<file path="config.mk">
export PLATFORM = sky130hd
export DESIGN_NAME = fetch_unit
export DESIGN_NICKNAME = d
export VERILOG_FILES = /design/src/rtl/cpu_types_pkg.sv /design/src/rtl/fetch_unit.sv
export SDC_FILE = /design/constraint.sdc
export NUM_CORES = 1
export LEC_CHECK = 0
export BUFFER_PORTS_ARGS = -buffer_cell sky130_fd_sc_hd__buf_4
export CAP_MARGIN = 20
export CELL_PAD_IN_SITES_DETAIL_PLACEMENT = 2
export CELL_PAD_IN_SITES_GLOBAL_PLACEMENT = 2
export CORE_MARGIN = 2
export CORE_UTILIZATION = 26
export DETAILED_ROUTE_END_ITERATION = 7
export PLACE_DENSITY_LB_ADDON = 0.3
export SETUP_SLACK_MARGIN = 0.4
export SYNTH_ARGS = -nofsm -noshare
export SYNTH_HDL_FRONTEND = slang
export SYNTH_SLANG_ARGS = --single-unit
</file>
<file path="constraint.sdc">
create_clock -name CLK -period 2.2 [get_ports CLK]
set_input_delay 0.44 -clock CLK [delete_from_list [all_inputs] [get_ports CLK]]
set_output_delay 0.44 -clock CLK [all_outputs]
set_load 0.01 [all_outputs]
</file>
<file path="src/rtl/cpu_types_pkg.sv">
// Shared CPU datapath types: machine word, fetch FSM states and PC helpers.
package cpu_types_pkg;

  localparam int unsigned WORD_W         = 32;
  localparam int unsigned BYTES_PER_WORD = 4;

  typedef logic [WORD_W-1:0] word_t;

  typedef enum logic [0:0] {
    FETCH  = 1'b0,
    HALTED = 1'b1
  } fetch_state_t;

  // Clears the byte-offset bits so every fetch address is word aligned.
  function automatic word_t word_align(input word_t addr);
    return addr & ~WORD_W'(BYTES_PER_WORD - 1);
  endfunction

  // Sequential next address; wraps modulo 2^32.
  function automatic word_t next_word(input word_t addr);
    return addr + WORD_W'(BYTES_PER_WORD);
  endfunction

endpackage

</file>
<file path="src/rtl/fetch_unit.sv">
// Single-entry instruction fetch buffer with stall hold, redirect and sticky halt.
module fetch_unit
  import cpu_types_pkg::*;
#(
  parameter word_t PC_INIT = 32'h0000_0000
) (
  input  logic              CLK,
  input  logic              nRST,
  input  logic              ihit,
  input  logic [WORD_W-1:0] iload,
  output logic              iREN,
  output logic [WORD_W-1:0] iaddr,
  input  logic              stall,
  input  logic              redirect,
  input  logic [WORD_W-1:0] redirect_pc,
  input  logic              halt,
  output logic [WORD_W-1:0] imemload,
  output logic              instr_valid,
  output logic [WORD_W-1:0] pc,
  output logic [WORD_W-1:0] npc,
  output logic              halted
);

  fetch_state_t state, next_state;

  word_t fetch_pc, fetch_pc_n;
  word_t ir, ir_n;
  word_t ir_pc, ir_pc_n;
  logic  ir_valid, ir_valid_n;
  logic  fetch_en;
  logic  accept;

  // State register
  always_ff @(posedge CLK or negedge nRST) begin
    if (!nRST) state <= FETCH;
    else       state <= next_state;
  end

  // Next-state: halt leaves FETCH only with a live instruction and no redirect
  always_comb begin
    next_state = state;
    case (state)
      FETCH:   if (!redirect && halt && ir_valid) next_state = HALTED;
      HALTED:  next_state = HALTED;
      default: next_state = FETCH;
    endcase
  end

  // Buffer registers
  always_ff @(posedge CLK or negedge nRST) begin
    if (!nRST) begin
      fetch_pc <= PC_INIT;
      ir       <= '0;
      ir_pc    <= '0;
      ir_valid <= 1'b0;
    end else begin
      fetch_pc <= fetch_pc_n;
      ir       <= ir_n;
      ir_pc    <= ir_pc_n;
      ir_valid <= ir_valid_n;
    end
  end

  // Buffer update: redirect beats halt beats a returning fetch beats consumption
  always_comb begin
    fetch_pc_n = fetch_pc;
    ir_n       = ir;
    ir_pc_n    = ir_pc;
    ir_valid_n = ir_valid;
    fetch_en   = (state == FETCH) && (!ir_valid || !stall);
    accept     = fetch_en && ihit;

    if (state == HALTED) begin
      ir_valid_n = 1'b0;
    end else if (redirect) begin
      fetch_pc_n = word_align(redirect_pc);
      ir_valid_n = 1'b0;
    end else if (halt && ir_valid) begin
      ir_valid_n = 1'b0;
    end else if (accept) begin
      ir_n       = iload;
      ir_pc_n    = fetch_pc;
      ir_valid_n = 1'b1;
      fetch_pc_n = next_word(fetch_pc);
    end else if (ir_valid && !stall) begin
      ir_valid_n = 1'b0;
    end
  end

  // Outputs; the read request is also suppressed while reset is held
  always_comb begin
    iREN        = nRST && fetch_en;
    iaddr       = fetch_pc;
    imemload    = ir_valid ? ir : '0;
    instr_valid = ir_valid;
    pc          = ir_pc;
    npc         = next_word(ir_pc);
    halted      = (state == HALTED);
  end

endmodule

</file>
# ---- Yosys cells after proc, flatten, opt, wreduce, memory -nomap -nowiden
# Index checks and enable logic that the tools add are counted.
dict set report word_totals {
  output_inout_bits 131
  latchBits 0
  memories 0
  reg_bits 98
  romBits 0
  ramBits 0
  elab_cells 37
}
dict set report op_classes {
  add_sub_neg 2
  n_reduce_logical 15
  n_lt_le_gt_ge 0
  div_mod_pow 0
  eq_ne 1
  n_mux 11
  n_mul 0
  shifts 0
  bitwise_logic 3
}
# operator n
set ops {}
lappend ops {{32-bit two-way mux} 4}
lappend ops {{32-bit by 3-bit adder with 32-bit output (second input constant)} 2}
lappend ops {{1-bit logical AND} 7}
lappend ops {{1-bit two-way mux} 6}
lappend ops {{5-bit nonzero test} 1}
lappend ops {{4-bit AND reduction} 1}
lappend ops {{1-bit logical NOT} 3}
lappend ops {{1-bit inverter} 3}
lappend ops {{3-bit AND reduction} 1}
lappend ops {{2-bit != test (second input constant)} 1}
lappend ops {{1-bit case mux with 2 select lines} 1}
lappend ops {{2-bit nonzero test} 1}
lappend ops {{1-bit logical OR} 1}

# ---- Depth between registers and ports, before layout
dict set report logic_depth {
  ltp_word 8
  ltp_mapped 8
  depth_no_buf 6
}

# ---- Worst setup path after synthesis
# No wires, ideal clock.
dict set report synth_timing {
  path_kind {reg2out}
  start {register ir_pc[2] (netlist: pc[2])}
  end {output npc[22]}
  t_required_ps 1760
  arrival_time_ps 1929
  setup_slack_ps -169
  stages_incl_launch_ff 7
  path_buffers 0
  path_cell_list {dfrtp_1 > ha_1 > and4_1 > nor3b_1 > nand3_1 > nor3_1 > xor2_1}
}
dict set report synth_between {
  elab_chain_cells 1
}
# element line_no
set synth_rtl {}
lappend synth_rtl {{start, declared} fetch_unit.sv:28} ;# word_t ir_pc, ir_pc_n;
lappend synth_rtl {{start signal, assigned} fetch_unit.sv:59} ;# ir_pc <= ir_pc_n;
lappend synth_rtl {{32-bit by 3-bit adder with 32-bit output} cpu_types_pkg.sv:21} ;# return addr + WORD_W'(BYTES_PER_WORD);
lappend synth_rtl {{end, declared} fetch_unit.sv:20} ;# output logic [WORD_W-1:0] npc,
# Every way passes these cells.

# ---- Worst setup path after layout
dict set report layout_timing {
  start {register ir_pc[3] (netlist: pc[3])}
  end {output npc[19]}
}
# Same word-level chain as after synthesis.

==> metrics.csv <==
metric,value,unit
relSlewSlack,63.3,%
num-nets-final,856,
cts_hold_buf,0,
setup_ws,-0.425,ns
worstMarginPinSlew,0.551,ns
syn-mean-instance-area,10.0,um2
critPathLaunchType,flop,
synth_edf_count,0,
core-area,0.0194,mm2
hold_class,in -> async,
crit_required,1.76,ns
finalClockSkew,0.00470,ns
antenna_left,0,
first_pass_iters,4,
drt_iter0_drc,177,
clk_latency,0.36,ns
grt_start_max_net_pins,95,
crit_arrival,2.19,ns
layout_min_cycle_time,2.63,ns
drive_gt1_share,59.3,%
cts.sink_count,94,
dp_hpwl,15200,um
ys_ff_latch,94,
final_core_util,43.8,%
synth_mux_area_share,13.6,%
routed_wl,22600,um
syn-cell-area,0.00511,mm2
die_area,0.0208,mm2
drc_errors,0,
maxCapViolations,0,
synth-compound-area-share,11.6,%
rsz0062_at_grt,yes,
grt_pass1_wl,31300,um
ir_worst_vdd,0.000345,V
cts_tree,yes,
cts_buffers,9,
status,finished with violations,
numPortBuffers,192,
antenna_found_initial,0,
yosysWarnings,0,
cts.htree.levels,3,
cts.path.max_buffers,2,
synth_flop_cell,dfrtp_1,
post-route-period-util,119,%
fillers,2097,
total_power,0.00349,W
setup_viol,20,
synthSimpleGateAreaFrac,19.6,%
dieWidth,144,um
synth_async_sr_flop_share,100,%
syn_inst,510,
area_growth_syn_to_layout,66.0,%
synth_cell_types,54,
yosys.area.top_type_share,46.0,%
gp_congestion,0.809,
p_leak,4.34,nW
cellPowerDensity,412,mW/mm2
initial_core_util,26.4,%
path_class,reg -> out,
yosys.area_share.xor_xnor,4.80,%
grt_util_all_layers,19.9,%
synthTopCellsByCount,"dfrtp_1, mux2_2, nand2_1, and2_1, nor2_1",
root_buffer,clkbuf_16,
regToRegSetupSlack,0.26,ns
vias_per_cell,4.94,
synth_top_family_by_area,simple AND/OR/NAND/NOR gates,
yosysTopAreaCell,dfrtp_1,
slew_violations,0,
wl_per_cell,21.5,um
violations,negative setup slack,
die_height,144,um
num_rows,51,
synth_most_common_cell,dfrtp_1,
ys_seq_area_share,46.0,%
final-hold-violation-count,0,
grt_pass1_vias,5460,
io_pins,201,
overflow,0,
path_clk_slew,0.07,ns
timing.fmax,381,MHz
final.setup.tns,-5.64,ns
ys_top_cells_by_area,"dfrtp_1, mux2_2, and2_1, xnor2_1, nand2_1",
worstSetupEndpointType,output pin,
synth_adder_area_share,0.489,%
crit_fanout,3,
num_vias,5211,
num_antenna_cells,0,
[report_power, final]
group          internal, W  switching, W  leakage (nW)
combinational     0.000115      0.000117          2.93
clock             0.000802      0.000726         0.140
sequential         0.00173    0.00000470          1.27
[through the flow]
step,setup WS [ns],cells,cell area [um2],hold WS (ns)
after global placement,0.0190,995,7380,0.480
after floorplan,0.117,515,5310,0.144
after CTS,-0.323,1027,7990,0.175
after global routing,-0.488,1054,8490,0.177
final,-0.425,1054,8490,0.118
after detailed placement,-0.0361,995,7380,0.489
[flip-flops by register name, summed over array words and instances, names as in the netlist]
name         flops
iaddr           30
ir              32
instr_valid      1
pc              30
halted           1
[timing repair]
item                                    4_1_cts  5_1_grt
cloned                                        0        1
endpoints found under the setup margin       49       75
pin swaps                                    25       35
setup buffers                                16       26
gates resized for setup                      48       64
[routing by layer]
metal	part of all wire (%)	up-vias	routed length [um]	GRT usage (%)
met5	0	-	0	0
met4	2.4	0	542	7.26
met3	3.3	31	754	2.25
met2	53	121	12100	36.3
met1	41	2692	9270	24.3
li1	-	2367	-	-
[final cells by class]
class                           count  area, um2  share of cell area [%]
Inverter                            9       37.5                   0.442
Timing Repair Buffer              292       2350                    27.7
Tap cell                          265        332                    3.91
Clock buffer                       11        243                    2.86
Multi-Input combinational cell    378       3120                    36.7
Sequential cell                    94       2370                    28.0
Clock inverter                      5       32.5                   0.383
[worst paths after layout]
path / startpoint / end / cells after the start
min reg2reg: ir[28] / ir[28] / 1
max in group asynchronous: nRST / pc[17] / 2
max: pc[3] / npc[19] / 9
max reg2reg: iaddr[11] / iaddr[21] / 5
min: nRST / ir[1] / 2
min in group CLK: iload[1] / ir[1] / 2
[cell families after synthesis]
logic type / count (synthesis)
buf+inv: 43
fa+ha+maj: 2
flops: 94
mux: 62
simple gates: 189
xor+xnor: 28
other cells: 1
compound gates: 91
[placed cells by master, fill, tap and decap left out, drive strengths merged, types with 3 or more instances in the layout]
master and n:
inv 10, and2 35, clkinv 3, nor3 11, conb 6, xnor2 20
mux2 58, nand3 22, a211oi 3, nand2 38, xor2 8, or3 5
o22a 6, mux2i 4, nor4 8, o22ai 4, clkbuf 12, o21ai 22
nand4 17, dfrtp 94, a21oi 26, buf 291, a21o 3, nor2 33
and3 10, a311oi 6
[worst max-delay path, stage by stage, from the launching register on]
cell	delay [ns]
dfrtp_1	0.41
buf_6	0.12
buf_6	0.10
nand2_4	0.06
nor4_2	0.26
buf_4	0.17
and3_4	0.23
nand4_1	0.16
xnor2_1	0.18
buf_4	0.14
No activity file was read; power rests on OpenSTA's default activity.
